File: src/rtl/axi_bresp_arb.sv
// axi_bresp_arb
// Merges memory-side B responses with locally generated DECERR responses for
// dropped AW transactions into a single registered master-side B channel.
// A round-robin grant picks between the two sources when both are pending.
// An outstanding-write counter tracks AWs forwarded to memory, and throttles
// upstream issue through out_aw_stall.
//
// Ports
//   clk, reset                          : clock, synchronous active-high reset
//   in_mb{id,resp,user,valid}, out_mbready : memory-side B channel
//   in_drop, in_awid, in_awuser, out_drop_full : dropped-AW capture queue
//   in_aw_issue, out_aw_stall, out_outst_cnt   : outstanding-write tracking
//   out_sb{id,resp,user,valid}, in_sbready     : master-side B channel (registered)
//   out_err                             : sticky error (drop overflow, counter under/overflow)
module axi_bresp_arb #(
  parameter int ID_WIDTH   = 8,
  parameter int USER_WIDTH = 2,
  parameter int DROP_DEPTH = 4,
  parameter int MAX_OUTST  = 64
) (
  input  logic                           clk,
  input  logic                           reset,
  input  logic [ID_WIDTH-1:0]            in_mbid,
  input  logic [1:0]                     in_mbresp,
  input  logic [USER_WIDTH-1:0]          in_mbuser,
  input  logic                           in_mbvalid,
  output logic                           out_mbready,
  input  logic                           in_drop,
  input  logic [ID_WIDTH-1:0]            in_awid,
  input  logic [USER_WIDTH-1:0]          in_awuser,
  output logic                           out_drop_full,
  input  logic                           in_aw_issue,
  output logic                           out_aw_stall,
  output logic [ID_WIDTH-1:0]            out_sbid,
  output logic [1:0]                     out_sbresp,
  output logic [USER_WIDTH-1:0]          out_sbuser,
  output logic                           out_sbvalid,
  input  logic                           in_sbready,
  output logic [$clog2(MAX_OUTST+1)-1:0] out_outst_cnt,
  output logic                           out_err
);

  localparam int PTR_W = $clog2(DROP_DEPTH);
  localparam int CNT_W = $clog2(MAX_OUTST + 1);
  localparam int ENT_W = ID_WIDTH + USER_WIDTH;

  localparam logic [PTR_W:0]   DEPTH_Q   = DROP_DEPTH[PTR_W:0];
  localparam logic [CNT_W-1:0] MAX_CNT   = MAX_OUTST[CNT_W-1:0];
  localparam logic [PTR_W-1:0] PTR_ONE   = PTR_W'(1'b1);
  localparam logic [PTR_W:0]   QCNT_ONE  = (PTR_W + 1)'(1'b1);
  localparam logic [CNT_W-1:0] CNT_ONE   = CNT_W'(1'b1);

  // Slot states; the state bit is driven straight out as out_sbvalid.
  localparam logic [0:0] SLOT_EMPTY = 1'b0;
  localparam logic [0:0] SLOT_FULL  = 1'b1;

  localparam logic GRANT_MEM  = 1'b0;
  localparam logic GRANT_DROP = 1'b1;

  localparam logic [1:0] RESP_DECERR = 2'b11;

  logic [ENT_W-1:0]      q_mem [DROP_DEPTH];
  logic [PTR_W-1:0]      wr_ptr;
  logic [PTR_W-1:0]      rd_ptr;
  logic [PTR_W:0]        q_cnt;
  logic                  q_empty;
  logic                  q_full;
  logic [ENT_W-1:0]      q_head;

  logic [0:0]            slot_state;
  logic [ID_WIDTH-1:0]   sb_id;
  logic [1:0]            sb_resp;
  logic [USER_WIDTH-1:0] sb_user;
  logic                  last_grant;

  logic                  can_load;
  logic                  mem_turn;
  logic                  mem_load;
  logic                  drop_load;
  logic                  push;
  logic                  drop_ovf;

  logic [CNT_W-1:0]      outst_cnt;
  logic [CNT_W-1:0]      cnt_next;
  logic                  cnt_err;
  logic                  err_flag;

  assign q_empty = (q_cnt == {(PTR_W + 1){1'b0}});
  assign q_full  = (q_cnt == DEPTH_Q);
  assign q_head  = q_mem[rd_ptr];

  // The slot accepts a new response when empty or when its current one is
  // being taken this cycle.
  assign can_load = (slot_state == SLOT_EMPTY) || in_sbready;

  // MEM owns the grant unless DROP is pending and MEM went last. Keeping
  // in_mbvalid out of this term keeps out_mbready independent of valid; a
  // lone DROP source still loads because mem_load stays low without valid.
  assign mem_turn    = q_empty || (last_grant == GRANT_DROP);
  assign out_mbready = !reset && can_load && mem_turn;
  assign mem_load    = in_mbvalid && out_mbready;
  assign drop_load   = !reset && can_load && !q_empty && !mem_load;

  // A full queue still takes a push when the head leaves in the same cycle.
  assign push     = !reset && in_drop && (!q_full || drop_load);
  assign drop_ovf = !reset && in_drop && q_full && !drop_load;

  // Next outstanding count with saturation and under/overflow detection.
  always_comb begin
    cnt_next = outst_cnt;
    cnt_err  = 1'b0;
    case ({in_aw_issue && !reset, mem_load})
      2'b10: begin
        if (outst_cnt == MAX_CNT) begin
          cnt_err = 1'b1;
        end else begin
          cnt_next = outst_cnt + CNT_ONE;
        end
      end
      2'b01: begin
        if (outst_cnt == {CNT_W{1'b0}}) begin
          cnt_err = 1'b1;
        end else begin
          cnt_next = outst_cnt - CNT_ONE;
        end
      end
      default: cnt_next = outst_cnt;
    endcase
  end

  // Drop queue storage; contents are don't-care until written.
  always_ff @(posedge clk) begin
    if (push) begin
      q_mem[wr_ptr] <= {in_awid, in_awuser};
    end
  end

  // Drop queue pointers and occupancy; pointers wrap naturally (depth is 2^n).
  always_ff @(posedge clk) begin
    if (reset) begin
      wr_ptr <= {PTR_W{1'b0}};
      rd_ptr <= {PTR_W{1'b0}};
      q_cnt  <= {(PTR_W + 1){1'b0}};
    end else begin
      if (push) begin
        wr_ptr <= wr_ptr + PTR_ONE;
      end
      if (drop_load) begin
        rd_ptr <= rd_ptr + PTR_ONE;
      end
      case ({push, drop_load})
        2'b10:   q_cnt <= q_cnt + QCNT_ONE;
        2'b01:   q_cnt <= q_cnt - QCNT_ONE;
        default: q_cnt <= q_cnt;
      endcase
    end
  end

  // Output slot and round-robin history.
  always_ff @(posedge clk) begin
    if (reset) begin
      slot_state <= SLOT_EMPTY;
      sb_id      <= {ID_WIDTH{1'b0}};
      sb_resp    <= 2'b00;
      sb_user    <= {USER_WIDTH{1'b0}};
      last_grant <= GRANT_DROP;
    end else if (mem_load) begin
      slot_state <= SLOT_FULL;
      sb_id      <= in_mbid;
      sb_resp    <= in_mbresp;
      sb_user    <= in_mbuser;
      last_grant <= GRANT_MEM;
    end else if (drop_load) begin
      slot_state <= SLOT_FULL;
      sb_id      <= q_head[ENT_W-1:USER_WIDTH];
      sb_resp    <= RESP_DECERR;
      sb_user    <= q_head[USER_WIDTH-1:0];
      last_grant <= GRANT_DROP;
    end else if (can_load) begin
      slot_state <= SLOT_EMPTY;
    end else begin
      slot_state <= slot_state;
    end
  end

  // Outstanding counter and sticky error flag.
  always_ff @(posedge clk) begin
    if (reset) begin
      outst_cnt <= {CNT_W{1'b0}};
      err_flag  <= 1'b0;
    end else begin
      outst_cnt <= cnt_next;
      err_flag  <= err_flag || cnt_err || drop_ovf;
    end
  end

  assign out_sbvalid   = slot_state[0];
  assign out_sbid      = sb_id;
  assign out_sbresp    = sb_resp;
  assign out_sbuser    = sb_user;
  assign out_drop_full = q_full;
  assign out_outst_cnt = outst_cnt;
  assign out_aw_stall  = (outst_cnt == MAX_CNT);
  assign out_err       = err_flag;

endmodule

File: config.mk
export PLATFORM = sky130hd
export DESIGN_NAME = axi_bresp_arb
export DESIGN_NICKNAME = d
export VERILOG_FILES = /design/src/rtl/axi_bresp_arb.sv
export SDC_FILE = /design/constraint.sdc
export NUM_CORES = 1
export LEC_CHECK = 0
export BUFFER_PORTS_ARGS = -buffer_cell sky130_fd_sc_hd__buf_2
export CAP_MARGIN = 20
export CORE_MARGIN = 5
export CORE_UTILIZATION = 55
export CTS_BUF_LIST = sky130_fd_sc_hd__clkbuf_2
export DETAILED_ROUTE_END_ITERATION = 8
export PLACE_DENSITY = 0.77
export SLEW_MARGIN = 10
export SYNTH_ARGS = -nofsm -noshare
export SYNTH_HDL_FRONTEND = slang
export SYNTH_SLANG_ARGS = --single-unit
File: constraint.sdc
create_clock -name clk -period 8 [get_ports clk]
set_clock_uncertainty 0.2 [all_clocks]
set_input_delay 0 -clock clk [delete_from_list [all_inputs] [get_ports clk]]
set_output_delay 0 -clock clk [all_outputs]
set_load 0.02 [all_outputs]
-- Yosys cells after proc, flatten, opt, wreduce, memory -nomap -nowiden
Memories as Yosys holds them, arrays and structs flattened. A register that Yosys moved wholly into a read port is not among the register bits.
Cells that the tools add are included.
- reductions and logical operators: 27
- $add $sub $neg: 6
- div/mod/pow operators: 0
- equal/unequal tests: 8
- $mul: 0
- shift operators: 0
- bitwise gates (word level): 1
- $lt $le $gt $ge: 0
- mux-type cells: 22
- operators with widths (kind ; count):
    $mux W8 ; 2
    $mux W7 ; 2
    $pmux W7 S2 ; 1
    $mux W2 ; 6
    $logic_and A1 B1 Y1 ; 10
    $mux W1 ; 9
    $add A7 B1 Y7 const B ; 1
    $eq A7 B7 Y1 const B ; 1
    $logic_not A7 Y1 ; 1
    $sub A7 B1 Y7 const B ; 1
    $pmux W3 S2 ; 1
    $reduce_bool A2 Y1 ; 3
    $logic_not A1 Y1 ; 5
    $logic_or A1 B1 Y1 ; 5
    $add A2 B1 Y2 const B ; 2
    $eq A2 B1 Y1 const B ; 2
    $eq A2 B2 Y1 const B ; 2
    $ne A2 B2 Y1 const B ; 2
    $add A3 B1 Y3 const B ; 1
    $eq A3 B3 Y1 const B ; 1
    $logic_not A3 Y1 ; 1
    $reduce_and A3 Y1 ; 1
    $reduce_bool A3 Y1 ; 1
    $sub A3 B1 Y3 const B ; 1
    2 further kinds ; 2
- logic and storage cells: 75
- input port bits: 28
- memory bits (read-only): 0
- latch bits: 0
- memory bits (writable): 40
- memories kept: 1
- register bits: 29
- output and inout port bits: 24
- memories (memory ; words ; bits a word ; read ports ; clocked after Yosys merged registers in ; wr ports ; RTL line ; source):
    q_mem ; 4 ; 10 ; 1 ; 1 ; 1 ; 62 ; logic [ENT_W-1:0] q_mem [DROP_DEPTH];

-- Logic depth before layout (Yosys ltp)
Gate-level depths: netlist of the first run.
- word-level depth: 11
- depth in mapped cells: 15
- mapped depth without buffers: 12

-- Worst setup path after synthesis of the first run
Ideal clock, no wire load.
- path type: reg2reg
- start: register slot_state, in the netlist out_sbvalid
- end: register outst_cnt[6], in the netlist out_outst_cnt[6]
- period minus slack after synthesis: 3.517 ns
- setup slack: 4.483 ns
- arrival time: 3.196 ns
- data required time: 7.679 ns
- buffers on the path: 3
- cell stages (with the launch flop): 16
- library setup time: 0.121 ns
- cell sequence: dfxtp_1 nor2b_1 nor2_1 o211ai_1 clkbuf_1 inv_1 ha_1 buf_2 buf_2 xor2_1 ha_1 nand4bb_1 and4_1 nand3_1 a21boi_0 mux2_2
- word-level cells in the longest chain between the ends: 8
- elaborated cells on any way between the ends: 12
- classes of those cells: eq/ne: 4; mux: 1; bitwise: 1; reduce/logical: 6
- RTL lines (what ; RTL line ; source):
    from (decl) ; 70 ; logic [0:0] slot_state;
    from (signal assigned) ; 182 ; slot_state <= slot_state;
    $not A1 Y1 (*) ; 94 ; assign can_load = (slot_state == SLOT_EMPTY) || in_sbready;
    $logic_or A1 B1 Y1 (*) ; 94 ;
    $logic_and A1 B1 Y1 (*) (2 in series) ; 100 ; assign out_mbready = !reset && can_load && mem_turn;
    $logic_and A1 B1 Y1 (*) ; 101 ; assign mem_load = in_mbvalid && out_mbready;
    $eq A2 B1 Y1 or $eq A2 B2 Y1 (tied branches) ; 112 ; case ({in_aw_issue && !reset, mem_load})
    $ne A2 B2 Y1 (no line) or $reduce_bool A2 Y1 (tied branches) ; - ;
    $reduce_and A3 Y1 (no line) ; - ;
    to (signal assigned) ; 189 ; outst_cnt <= {CNT_W{1'b0}};
    to (signal assigned) ; 192 ; outst_cnt <= cnt_next;
    to (decl) ; 83 ; logic [CNT_W-1:0] outst_cnt;
Mark *: on every way between the ends. The rest lies on a longest branch, timed or not.
A chain may end at the register's enable or synchronous reset.

-- Worst setup path in the final report of the first run
- start: register slot_state, in the netlist out_sbvalid
- end: register err_flag, in the netlist out_err
- word-level cells in the longest chain between the ends: 10
- elaborated cells on any way between the ends: 15
- classes of those cells: eq/ne: 2; mux: 1; bitwise: 1; reduce/logical: 11
- RTL lines (what ; RTL line ; source):
    $not A1 Y1 (*) ; 94 ;
    $logic_or A1 B1 Y1 (*) ; 94 ;
    $logic_and A1 B1 Y1 (*) ; 100, 102 ;
    branches (longest 6 deep; another with $eq A2 B1 Y1) ; - ;
    $logic_or A1 B1 Y1 (*) ; 193 ; err_flag <= err_flag || cnt_err || drop_ovf;
    to (signal assigned) ; 193 ;
    to (decl) ; 86 ; logic err_flag;
Mark *: on every way between the ends.

==> impl_metrics.json, run 1 <==
{
  "status": "completed",
  "maxSlewHeadroom_pct": 44.5,
  "htreeDepth": 3,
  "fin_area_um2": 4290,
  "mostFrequentLayoutCells": "dlygate4sd3_1 (61), buf_2 (51), edfxtp_1 (40)",
  "ys_warn_count": 0,
  "vias": 2488,
  "finalCriticalPeriod_ns": 3.71,
  "crit_path_end_kind": "register",
  "via_per_inst": 5.54,
  "cpMaxStageDelayCell": "dlygate4sd3_1",
  "fin_nets": 406,
  "cts_resized": 0,
  "dieHeight_um": 87.0,
  "routedWlPerCell_um": 17.8,
  "timing.fmax_mhz": 269,
  "ys_types": 50,
  "worstPathArrival_ns": 3.96,
  "dp_hpwl_um": 4350,
  "drv_slew": 0,
  "grt_antenna_before_repair": 0,
  "synth_seq_cells": 71,
  "synth_top_family_by_area": "simple AND/OR/NAND/NOR gates",
  "path_cells": "nor2b_1 > nor2_1 > o211ai_1 > inv_1 > ha_1 > mux2_2 > nand3_1 > nor2_1 > a311oi_1 > dlygate4sd3_1 > nor2_1 > dlygate4sd3_1",
  "setup_viol": 0,
  "synthArstFlopShare_pct": 0,
  "drt_iter0_markers": 241,
  "pwr_density_cell_nw_per_um2": 219,
  "rsz0062_at_grt": "no",
  "antenna_left": 0,
  "final.period_utilization_pct": 46.4,
  "grt-ovfl-total": 0,
  "synth-compound-area-share_pct": 8.72,
  "tritoncts": "done",
  "tightest_slew_ns": 0.830,
  "cp.required_ns": 8.25,
  "synth_ff_type": "edfxtp_1",
  "grt_pass1_vias": 2499,
  "synth_edf_count": 40,
  "dieArea_um2": 7560,
  "critPathKind": "reg2reg",
  "numPortBuffers": 51,
  "grt.total_usage_pct": 22.7,
  "cts_setup_buffers": 0,
  "cts_buffers": 9,
  "tns_ns": 0,
  "gp_congestion": 0.824,
  "maxCapViolCount": 0,
  "cts_root_buf": "clkbuf_2",
  "layout-drive-gt1-share_pct": 24.3,
  "io_pins": 52,
  "post-route-drc-count": 0,
  "layout_commonest_cell": "dlygate4sd3_1",
  "antennaDiodeCount": 0,
  "yosys-mux-area-fraction_pct": 12.0,
  "hold_violations": 0,
  "post-place-ws_ns": 4.82,
  "finalPower_uw": 938,
  "seq_area_frac_synth_pct": 55.9,
  "setup.worst_path.start_class": "register",
  "chipWidth_um": 87.0,
  "hp-class": "in2reg",
  "cpMostUsedCell": "nor2_1",
  "clock_path_buffers": 2,
  "syn2layout_area_growth_pct": 31.8,
  "finalWirelength_um": 8010,
  "p_leak_nw": 1.72,
  "synth-simple-area-share_pct": 13.1,
  "syn_avg_cell_area_um2": 12.4,
  "syn_inst": 262,
  "max_stage_delay_ns": 0.58,
  "synthAdderAreaFrac_pct": 3.69,
  "clock_sinks": 71,
  "post_dp_cell_area_um2": 3540,
  "grt_max_degree": 38,
  "start_util_pct": 55.7,
  "synth_xor_area_share_pct": 2.96,
  "clkLatencyLatePin_ns": 0.54,
  "syn-num-nets": 299,
  "cp_max_fo": 19,
  "cts_hold_buffers": 60,
  "netlist_area_um2": 3260,
  "fp-row-count": 28,
  "layout_setup_ws_ns": 4.29,
  "vdd_drop_max_mv": 0.153,
  "placeableCoreArea_um2": 5850,
  "grt_pass1_wl_um": 12800,
  "first_pass_iters": 5,
  "path_clk_slew_ns": 0.24
}
-- cell type report --
| class | instances | area [um2] |
|---|---|---|
| multi-input cells | 165 | 1320 |
| flip-flops and latches | 71 | 1820 |
| well taps | 75 | 93.8 |
| clock buffers | 9 | 45.0 |
| repair buffers | 114 | 881 |
| fillers | 357 | 1560 |
| inverters | 8 | 30.0 |
| clock inverters | 7 | 103 |
-- flip-flops by register name, summed over array words and instances, names as in the netlist, named ones only --
name	flops
rd_ptr	2
out_sbresp	2
last_grant	1
out_outst_cnt	7
out_sbuser	2
out_sbvalid	1
q_mem	40
out_err	1
wr_ptr	2
q_cnt	3
out_sbid	8
-- metal layers --
layer	up-vias	global-route usage (%)	part of all wire, %
met5	-	0	0
met4	0	9.35	1.9
met3	13	4.73	5.6
met2	88	39.4	52
met1	1211	27.2	41
li1	1176	-	-
-- path summary, 6_finish.rpt --
check | start | endpoint | slack (ns) | cells past startpoint
max reg2reg | out_sbvalid | out_err | 4.29 | 12
min reg2reg | rd_ptr[0] | rd_ptr[0] | 0.37 | 2
min | in_awid[1] | q_mem[3][3] | 0.03 | 2
max | out_sbvalid | out_err | 4.29 | 12
-- where the power goes --
group	internal (mW)	switching, mW	leakage [nW]	total, mW
logic	0.118	0.121	1.02	0.239
registers	0.416	0.0329	0.618	0.449
clock network	0.107	0.143	0.0835	0.250
total	0.641	0.297	1.72	0.938
-- cell families (layout without fill, tap and decap cells) --
logic type | after synthesis | after routing
muxes | 26 | 26
AOI/OAI and AO/OA | 37 | 37
and+or+nand+nor | 82 | 82
buffers and inverters | 26 | 138
xor gates and xnor gates | 11 | 11
DFF | 71 | 71
adders and majority gates | 9 | 9
-- synthesized netlist by cell type, types with 2 or more instances --
| library cell | instances | area share, % |
|---|---|---|
| nand4bb_1 | 2 | 0.69 |
| a21boi_0 | 2 | 0.46 |
| mux2_2 | 4 | 1.4 |
| nand3_1 | 3 | 0.46 |
| mux2i_1 | 11 | 3.4 |
| nor2b_1 | 4 | 0.77 |
| inv_1 | 8 | 0.92 |
| a21oi_1 | 4 | 0.61 |
| o211ai_1 | 4 | 0.92 |
| a221oi_1 | 2 | 0.54 |
| xnor2_1 | 5 | 1.3 |
| a211oi_1 | 10 | 2.3 |
| nor3b_1 | 2 | 0.46 |
| nor2_1 | 33 | 3.8 |
| and3_1 | 4 | 0.77 |
| mux4_2 | 10 | 6.9 |
| o21ai_0 | 2 | 0.31 |
| o21a_1 | 2 | 0.46 |
| nor3_2 | 3 | 0.92 |
| and2_1 | 5 | 0.96 |
| buf_1 | 3 | 0.35 |
| xor2_1 | 6 | 1.6 |
| dfxtp_1 | 31 | 19 |
| nand4b_1 | 2 | 0.54 |
| edfxtp_1 | 40 | 37 |
| clkbuf_1 | 5 | 0.58 |
| o22ai_1 | 2 | 0.38 |
| nand2_1 | 16 | 1.8 |
| ha_1 | 8 | 3.1 |
| buf_2 | 8 | 1.2 |
| nor3_1 | 2 | 0.31 |
-- worst max-delay path: cells and delay by family (launching register included) --
kind,cells,cell delay (ns)
AOI/OAI and AO/OA,2,0.38
and+or+nand+nor,5,0.62
buffers and inverters,3,1.25
DFF,1,0.38
muxes,1,0.38
adders and majority gates,1,0.43
-- metrics by stage --
step	hold WS, ns	util, %	std cells
floorplan	-0.101	-	262
global placement	0.0125	60.4	372
detailed placement	0.0190	60.4	372
CTS	0.000195	73.2	448
global route	0.0110	73.4	449
finish	0.0347	73.4	449
(Power assumes the default switching activity.)
==> inputs of run 2 (changes only) <==
--- a/config.mk
+++ b/config.mk
@@ -8,7 +8,7 @@
 export BUFFER_PORTS_ARGS = -buffer_cell sky130_fd_sc_hd__buf_2
 export CAP_MARGIN = 20
 export CORE_MARGIN = 5
-export CORE_UTILIZATION = 55
+export CORE_UTILIZATION = 53
 export CTS_BUF_LIST = sky130_fd_sc_hd__clkbuf_2
 export DETAILED_ROUTE_END_ITERATION = 8
 export PLACE_DENSITY = 0.77
==> constraint.sdc (replaced) <==
create_clock -name clk -period 3.2 [get_ports clk]
set_clock_uncertainty 0.2 [all_clocks]
set_input_delay 0 -clock clk [delete_from_list [all_inputs] [get_ports clk]]
set_output_delay 0 -clock clk [all_outputs]
set_load 0.02 [all_outputs]
==> impl_metrics.json, run 2 (synthesis gave the netlist of run 1 again) <==
{
  "post_dp_cell_area_um2": 3570,
  "worstPathArrival_ns": 3.12,
  "status": "completed",
  "io_pins": 52,
  "path_clk_slew_ns": 0.25,
  "hold_path_end": "q_mem[0][5]",
  "clock_path_buffers": 2,
  "tns_ns": 0,
  "placeableCoreArea_um2": 5960,
  "tritoncts": "done",
  "clock_sinks": 71,
  "layout-drive-gt1-share_pct": 26.3,
  "tightest_slew_ns": 0.675,
  "antenna_left": 0,
  "hold_violations": 0,
  "drt_iter0_markers": 163,
  "cp_max_fo": 8,
  "gp_congestion": 0.921,
  "whs_ns": 0.0453,
  "hp-class": "in2reg",
  "grt-ovfl-total": 0,
  "vias": 2463,
  "post-route-drc-count": 0,
  "fin_nets": 404,
  "vdd_drop_max_mv": 0.306,
  "grt_pass1_wl_um": 12400,
  "grt.total_usage_pct": 21.3,
  "dieArea_um2": 7820,
  "grt_max_degree": 30,
  "r2r_slack_ns": 0.27,
  "dieHeight_um": 88.4,
  "cp.required_ns": 3.39,
  "r2r_cells": 11,
  "setup_viol": 0,
  "layout_commonest_cell": "dlygate4sd3_1",
  "finalWirelength_um": 7650,
  "syn2layout_area_growth_pct": 30.0,
  "grt_antenna_before_repair": 0,
  "routedWlPerCell_um": 17.1,
  "timing.fmax_mhz": 341,
  "rsz0062_at_grt": "no",
  "regMostFlops": "q_mem",
  "largest_register_ffs": 40,
  "fp-row-count": 28,
  "maxCapViolCount": 0,
  "final.period_utilization_pct": 91.5,
  "antennaDiodeCount": 0,
  "cts_buffers": 9,
  "r2r-start": "q_cnt[2]",
  "start_util_pct": 54.7,
  "first_pass_iters": 4,
  "pwr_density_cell_nw_per_um2": 518,
  "clkLatencyLatePin_ns": 0.49,
  "crit_path_end_kind": "register",
  "fin_area_um2": 4240,
  "htreeDepth": 3,
  "cts_root_buf": "clkbuf_2",
  "whs_path_depth": 2,
  "startpoint": "q_cnt[2]",
  "drv_slew": 0,
  "dp_hpwl_um": 4790,
  "maxSlewHeadroom_pct": 55.0,
  "critPathKind": "reg2reg",
  "chipWidth_um": 88.4,
  "hold_start": "in_awid[3]",
  "grt_pass1_vias": 2489,
  "setup.worst_path.start_class": "register",
  "via_per_inst": 5.51,
  "numPortBuffers": 51,
  "final_util_pct": 71.1,
  "finalCriticalPeriod_ns": 2.93,
  "mostFrequentLayoutCells": "dlygate4sd3_1 (55), buf_2 (51), edfxtp_1 (40)",
  "p_leak_nw": 1.69,
  "r2r_end": "out_outst_cnt[6]"
}
[run 2: cell count changes in the layout (fill, tap and decap cells not counted), sizes merged]
cell	change
buf	+4
bufinv	-2
clkinv	-1
clkinvlp	+1
dlygate4sd3	-6
inv	+2
[run 2: final cells by class]
type | instances | area (um2)
clock inverter | 7 | 61.3
tap | 75 | 93.8
fill | 412 | 1720
timing repair buffer | 112 | 851
clock buffer | 9 | 45.0
inverter | 8 | 30.0
multi-input combinational | 165 | 1330
sequential | 71 | 1820
[run 2: worst max-delay path by stage]
stage,end,slack [ns],depth (start not counted)
2_1_floorplan,out_outst_cnt[6],0.007,15
3_3_place_gp,out_outst_cnt[5],0.45,10
3_5_place_dp,out_outst_cnt[6],0.28,11
4_1_cts,out_outst_cnt[6],0.23,11
5_1_grt,out_outst_cnt[6],0.04,11
6_report,out_outst_cnt[6],0.27,11
[run 2: timing repair]
item / 4_1_cts / 5_1_grt
setup buffers: 0 / 0
resized for setup: 0 / 2
endpoints found under the setup margin: 0 / 2
endpoints found under the hold margin: 71 / 8
hold buffers: 53 / 2
[run 2: worst max-delay path, stage by stage (launching register included)]
cell and delay, ns:
dfxtp_1 0.41, nor3_2 0.33, o211ai_1 0.16, inv_1 0.11
ha_2 0.27, xor2_1 0.09, ha_1 0.24, nand4bb_1 0.10
and4_1 0.24, nand3_1 0.08, a21boi_0 0.23, mux2_2 0.36
[run 2: report_power, final]
group	total (mW)	leakage [nW]	switching, mW	internal (mW)
sequential	1.12	0.618	0.0818	1.04
clock	0.487	0.0619	0.367	0.119
combinational	0.584	1.01	0.293	0.291
[run 2: layer usage]
layer  routed length, um  global-route usage, %  part of all wire (%)
met1                3100                   26.4                    40
met2                3950                   36.4                    52
met3                 441                   4.75                   5.8
met4                 161                   8.10                   2.1
met5                   0                      0                     0
[run 2: metrics by stage]
step	std cells	total power [mW]	setup WS, ns
floorplan	262	1.48	0.00708
global placement	376	1.61	0.446
detailed placement	376	1.63	0.285
CTS	445	2.18	0.229
global route	447	2.32	0.0394
finish	447	2.19	0.271
